**config.mk**
```make
export PLATFORM = sky130hd
export DESIGN_NAME = downcount_timer_ctrl_flat
export DESIGN_NICKNAME = d
export VERILOG_FILES = /design/src/rtl/downcount_timer_ctrl_if.sv /design/src/rtl/downcount_timer_ctrl.sv /design/src/flat_wrapper.sv
export SDC_FILE = /design/constraint.sdc
export NUM_CORES = 1
export LEC_CHECK = 0
export ABC_AREA = 1
export ABC_CLOCK_PERIOD_IN_PS = 1400
export BUFFER_PORTS_ARGS = -buffer_cell sky130_fd_sc_hd__buf_2
export CAP_MARGIN = 15
export CORE_AREA = 2 2 52 54
export CTS_CLUSTER_DIAMETER = 200
export DETAILED_ROUTE_END_ITERATION = 8
export DIE_AREA = 0 0 54 56
export HOLD_SLACK_MARGIN = 0.12
export PLACE_DENSITY_LB_ADDON = 0.08
export SYNTH_ARGS = -nofsm -noshare
export SYNTH_HDL_FRONTEND = slang
export SYNTH_SLANG_ARGS = --single-unit
```
**constraint.sdc**
```tcl
create_clock -name clk -period 1.4 [get_ports clk]
set_input_delay 0.28 -clock clk [delete_from_list [all_inputs] [get_ports clk]]
set_output_delay 0.28 -clock clk [all_outputs]
set_load 0.005 [all_outputs]
```
**src/rtl/downcount_timer_ctrl_if.sv**
```systemverilog
// Control/status bundle between the user-side sequencer and the downcount timer controller.
// The master drives the commands; the slave (the timer) returns count and status.
interface downcount_timer_ctrl_if #(
   parameter int WIDTH = 4
);
   logic             start;
   logic [WIDTH-1:0] load_val;
   logic             pause;
   logic             abort;
   logic             auto_reload;
   logic [WIDTH-1:0] count;
   logic             busy;
   logic             paused;
   logic             done;
   logic [1:0]       state;

   modport master (
      output start, load_val, pause, abort, auto_reload,
      input  count, busy, paused, done, state
   );

   modport slave (
      input  start, load_val, pause, abort, auto_reload,
      output count, busy, paused, done, state
   );
endinterface

```
**src/rtl/downcount_timer_ctrl.sv**
```systemverilog
// Sequencing controller for the down-counter datapath: load, decrement, pause/resume, abort,
// terminal-count flag and optional auto-reload. State advances on the falling edge of clk.
module downcount_timer_ctrl #(
   parameter int WIDTH = 4
) (
   input  logic                  clk,
   input  logic                  clr_bar,
   downcount_timer_ctrl_if.slave bus
);
   localparam logic [1:0] ST_IDLE  = 2'd0;
   localparam logic [1:0] ST_RUN   = 2'd1;
   localparam logic [1:0] ST_PAUSE = 2'd2;
   localparam logic [1:0] ST_DONE  = 2'd3;

   localparam logic [WIDTH-1:0] ZERO = '0;
   localparam logic [WIDTH-1:0] ONE  = WIDTH'(1);

   logic [1:0]       state_reg;
   logic [1:0]       state_next;
   logic [WIDTH-1:0] count_reg;
   logic [WIDTH-1:0] count_next;

   always_comb begin
      state_next = state_reg;
      count_next = count_reg;
      case (state_reg)
         ST_IDLE: begin
            // pause outranks start, so a start with pause held is not taken
            if (bus.abort) begin
               count_next = ZERO;
            end else if (!bus.pause && bus.start) begin
               if (bus.load_val != ZERO) begin
                  state_next = ST_RUN;
                  count_next = bus.load_val;
               end else begin
                  state_next = ST_DONE;
                  count_next = ZERO;
               end
            end
         end
         ST_RUN: begin
            if (bus.abort) begin
               state_next = ST_IDLE;
               count_next = ZERO;
            end else if (bus.pause) begin
               state_next = ST_PAUSE;
            end else if (count_reg <= ONE) begin
               // the <= guard keeps a zero count from ever wrapping to all-ones
               state_next = ST_DONE;
               count_next = ZERO;
            end else begin
               count_next = count_reg - ONE;
            end
         end
         ST_PAUSE: begin
            if (bus.abort) begin
               state_next = ST_IDLE;
               count_next = ZERO;
            end else if (!bus.pause) begin
               state_next = ST_RUN;
            end
         end
         ST_DONE: begin
            if (!bus.abort && bus.auto_reload && (bus.load_val != ZERO)) begin
               state_next = ST_RUN;
               count_next = bus.load_val;
            end else begin
               state_next = ST_IDLE;
               count_next = ZERO;
            end
         end
         default: begin
            state_next = ST_IDLE;
            count_next = ZERO;
         end
      endcase
   end

   always_ff @(negedge clk or negedge clr_bar) begin
      if (!clr_bar) begin
         state_reg <= ST_IDLE;
         count_reg <= ZERO;
      end else begin
         state_reg <= state_next;
         count_reg <= count_next;
      end
   end

   // status is decoded purely from the state register
   assign bus.count  = count_reg;
   assign bus.state  = state_reg;
   assign bus.busy   = (state_reg == ST_RUN) || (state_reg == ST_PAUSE);
   assign bus.paused = (state_reg == ST_PAUSE);
   assign bus.done   = (state_reg == ST_DONE);
endmodule

```
**src/flat_wrapper.sv**
```systemverilog
// flat-port wrapper written by rule: the top's interface ports become plain ports
module downcount_timer_ctrl_flat 
#(
   parameter int WIDTH = 4
)
  (clk, clr_bar, bus_start, bus_load_val, bus_pause, bus_abort, bus_auto_reload, bus_count, bus_busy, bus_paused, bus_done, bus_state);
  downcount_timer_ctrl_if #(.WIDTH(WIDTH)) bus_i ();
  input  logic clk;
  input  logic clr_bar;
  input wire logic [$bits(bus_i.start)-1:0] bus_start;
  input wire logic [$bits(bus_i.load_val)-1:0] bus_load_val;
  input wire logic [$bits(bus_i.pause)-1:0] bus_pause;
  input wire logic [$bits(bus_i.abort)-1:0] bus_abort;
  input wire logic [$bits(bus_i.auto_reload)-1:0] bus_auto_reload;
  output wire logic [$bits(bus_i.count)-1:0] bus_count;
  output wire logic [$bits(bus_i.busy)-1:0] bus_busy;
  output wire logic [$bits(bus_i.paused)-1:0] bus_paused;
  output wire logic [$bits(bus_i.done)-1:0] bus_done;
  output wire logic [$bits(bus_i.state)-1:0] bus_state;
  assign bus_i.start = bus_start;
  assign bus_i.load_val = bus_load_val;
  assign bus_i.pause = bus_pause;
  assign bus_i.abort = bus_abort;
  assign bus_i.auto_reload = bus_auto_reload;
  assign bus_count = bus_i.count;
  assign bus_busy = bus_i.busy;
  assign bus_paused = bus_i.paused;
  assign bus_done = bus_i.done;
  assign bus_state = bus_i.state;
  downcount_timer_ctrl #(.WIDTH(WIDTH)) u_core (.clk(clk), .clr_bar(clr_bar), .bus(bus_i));
endmodule
```
======== Yosys cells after proc, flatten, opt, wreduce, memory -nomap -nowiden ========
Index checks and enable logic that the tools add are counted.
word-level totals
  register bits ........................... 6
  input port bits ......................... 10
  output and inout bits ................... 9
  logic and storage cells ................. 43
operators by class
  add/subtract/negate cells ............... 1
  order comparisons ....................... 1
  equal/unequal tests ..................... 10
  multiplexer cells ....................... 19
  reductions and logical operators ........ 10
operator list
  kind                 count
  $mux 4               8
  $mux 2               8
  $pmux 4 s4           1
  $pmux 2 s4           1
  $ne 3x3->1 const B   2
  $eq 2x2->1 const B   2
  $le 4x1->1 const B   1
  $ne 2x2->1 const B   2
  $ne 4x3->1 const B   1
  $reduce_and 4->1     1
  $reduce_bool 4->1    1
  $sub 4x1->4 const B  1
  $logic_and 1x1->1    3
  $ne 3x2->1 const B   1
  $reduce_and 3->1     1
  $eq 2x1->1 const B   1
  $logic_not 1->1      2
  $logic_not 2->1      1
  $ne 2x1->1 const B   1
  $logic_or 1x1->1     1
  $mux 1               1

======== Longest topological paths before layout ========
  depth after elaboration ................. 5
  mapped depth ............................ 9
  depth with buffers taken out ............ 9

==> metrics.csv <==
stage,metric,value,unit
synthesis,Seq cells post-synth,6,
cells_and_area,Area Overhead vs Synth,80.0,%
clock_network,"Clk pin slew, worst setup/hold paths",0.03,ns
detailed_routing,Post-route DRC,0,
timing,unrepaired setup endpoints after global routing,true,
cells_and_area,NumNets Final,160,
pwr,total power,1.91,mW
place,IO buf count,18,
min_path,hold crit path type,in2async,
critical_path,Worst Setup End Kind,primary output,
pwr,clock share of power,0.080,
timing,final setup fails,15,
status,outcome,finished with violations,
cells_and_area,"most common cell after layout, fill and taps aside",nand2_1,
critical_path,"Max FO, Critical Path",4,
die,Die Footprint,3020,µm²
timing,Worst-Margin Slew,0.230,ns
critical_path,Worst Path Required,1.12,ns
synthesis,post-synth top area cell,dfrtn_1,
clock_network,post-cts hold buffer count,0,
grt,vias in the first global route,704,
pwr,switch share,0.443,
die,Initial Util,0.244,
detailed_routing,vias per cell,4.29,
detailed_routing,"antenna viol nets, final",0,
grt,largest net degree at the start of global routing,10,
synthesis,Synthesized Nets,116,
grt,GRT Resource Usage Total,0.130,
place,placed cell count,164,
synthesis,largest cells by area after synthesis,"dfrtn_1 25%, nand2_1 22%, ha_1 15%",
cells_and_area,final cell count without fillers,171,
clock_network,Clock Latency Late Sink,0.25,ns
critical_path,Crit Path Category,reg2out,
place,HPWL after detailed placement,1.50,mm
detailed_routing,vias post-DR,733,
timing,max-slew violation count,0,
die,boundary pin count,19,
pwr,NetSw,0.845,mW
grt,first-pass GRT wire length,2.90,mm
detailed_routing,DRT iter0 DRCs,4,
synthesis,Syn Area/Cell,6.00,µm²
pwr,Leakage,0.584,nW
die,core area,2430,µm²
detailed_routing,drt wl/cell,10.6,µm
cells_and_area,fill count,275,
critical_path,arrival time at the worst endpoint,1.87,ns
pwr,Reg power frac,0.157,
clock_network,Clock Sinks,6,
die,Die H,56,µm
synthesis,unique cell type count in the Yosys netlist,15,
clock_network,CTS tree,done,
timing,Fin Clk Skew,0.00336,ns
critical_path,Crit. Startpoint,u_core.bus.state[0]$_DFFE_NN0P_,
synthesis,Ys Warns,0,
cells_and_area,"commonest non-fill, non-tap cells in the layout","26 x nand2_1, 21 x buf_4, 16 x nor2_1",
synthesis,cells after synthesis,99,
clock_network,htree depth,1,
place,placed inst area,906,µm²
cells_and_area,design area,1070,µm²
grt,initial antenna violation count,0,
detailed_routing,Post-Route WL,1.81,mm
cells_and_area,n_diodes,0,
pwr,Comb pwr share,0.763,
flow_run,max cap viols,0,
die,# rows,18,
timing,Final Hold Violating Endpoints,0,
critical_path,Startpoint Class,flip-flop,
clock_network,total CTS buffers,3,
detailed_routing,drt first pass iters,4,
clock_network,Root Driver,clkbuf_4,
synthesis,mapped cell area,594,µm²
cells_and_area,max FFs per register,4,
place,routability cong.,0.748,
critical_path,CP max stage cell,dfrtn_1,
timing,Rel. slew slack,0.846,
status,failing checks,negative setup slack,
grt,GR Overflow Total,0,
synthesis,post-synth top area share,0.253,
clock_network,Clock Tree Buf Depth,2,
pwr,PD cells,1780,nW/µm²
pwr,VDD IR max,0.000909,V
pwr,Pint,1.06,mW
critical_path,reg2reg start,u_core.bus.state[1]$_DFFE_NN0P_,
critical_path,CP peak stage delay,0.49,ns
synthesis,post-synthesis sequential area ratio,0.253,
critical_path,crit path cell chain,inv_2 -> ha_4 -> buf_6,
die,die span in x,54,µm
timing,Final WS setup,-0.754,ns
cells_and_area,layout cells sized above 1,0.546,
-- routing by layer --
metal / GRT usage / vias up / share of wire
li1: - / 395 / -
met1: 0.143 / 329 / 0.43
met2: 0.237 / 9 / 0.55
met3: 0.0161 / 0 / 0.020
met4: 0.0536 / 0 / 0
met5: 0 / - / 0
-- power by group through the flow --
| stage | sequential, mW | combinational, mW | clock [mW] |
|---|---|---|---|
| floorplan | 0.326 | 0.646 | 0 |
| global placement | 0.305 | 1.18 | 0 |
| detailed placement | 0.307 | 1.20 | 0 |
| CTS | 0.301 | 1.35 | 0.161 |
| global route | 0.310 | 1.62 | 0.171 |
| finish | 0.300 | 1.45 | 0.152 |
-- critical path: cells and delay by family, from the launching register on --
family / cells / cell delay [ns]
flip-flops: 1 / 0.49
adder cells (fa/ha/maj): 1 / 0.27
buffers and inverters: 2 / 0.17
-- area by class of cell --
type                            instances  area [µm²]  area share
Inverter                               11        53.8      0.0503
Multi-Input combinational cell         81         528       0.494
Sequential cell                         6         150       0.140
Clock buffer                            3        22.5      0.0211
Timing Repair Buffer                   40         278       0.260
Tap cell                               30        37.5      0.0351
-- cells by family (layout without fill, tap and decap cells) --
family          count (synthesis)  after routing  share of synthesized area
fa+ha+maj                       7              7                      0.147
flops                           6              6                      0.253
compound gates                  4              4                     0.0337
simple gates                   70             70                      0.488
buf+inv                        12             54                     0.0779
-- Yosys cell counts (all sizes together) --
master  count
o21ai       1
nand2b      1
dfrtn       6
ha          7
nand3      13
nand2      36
nor3        1
inv        11
nor2       17
a21oi       3
nand4       1
buf         1
or2         1
-- stage by stage --
step | TNS [ns] | hold WS [ns] | util | worst slack [ns]
3_3_place_gp | -4.77 | 0.563 | 0.372 | -0.494
2_1_floorplan | -2.14 | 0.500 | - | -0.384
3_5_place_dp | -4.89 | 0.568 | 0.372 | -0.504
6_report | -5.99 | 0.426 | 0.440 | -0.754
5_1_grt | -6.96 | 0.420 | 0.440 | -0.808
4_1_cts | -5.60 | 0.422 | 0.410 | -0.758
-- timing repair --
action / in CTS / in global routing
setup endpoints to repair: 15 / 15
pin swaps: 5 / 4
buffers inserted: 2 / 2
gates resized for setup: 16 / 16
-- worst paths after layout --
path | end | depth (start not counted) | slack, ns
setup / recovery | bus_busy | 3 | -0.75
hold / removal | u_core.bus.count[1]$_DFFE_NN0P_ | 1 | 0.43
setup reg to reg | u_core.bus.count[3]$_DFFE_NN0P_ | 10 | -0.24
hold reg to reg | u_core.bus.count[3]$_DFFE_NN0P_ | 3 | 0.56
max in group asynchronous | u_core.bus.count[0]$_DFFE_NN0P_ | 1 | 0.80
min in group clk | u_core.bus.count[3]$_DFFE_NN0P_ | 3 | 0.56
(Power assumes the default switching activity.)
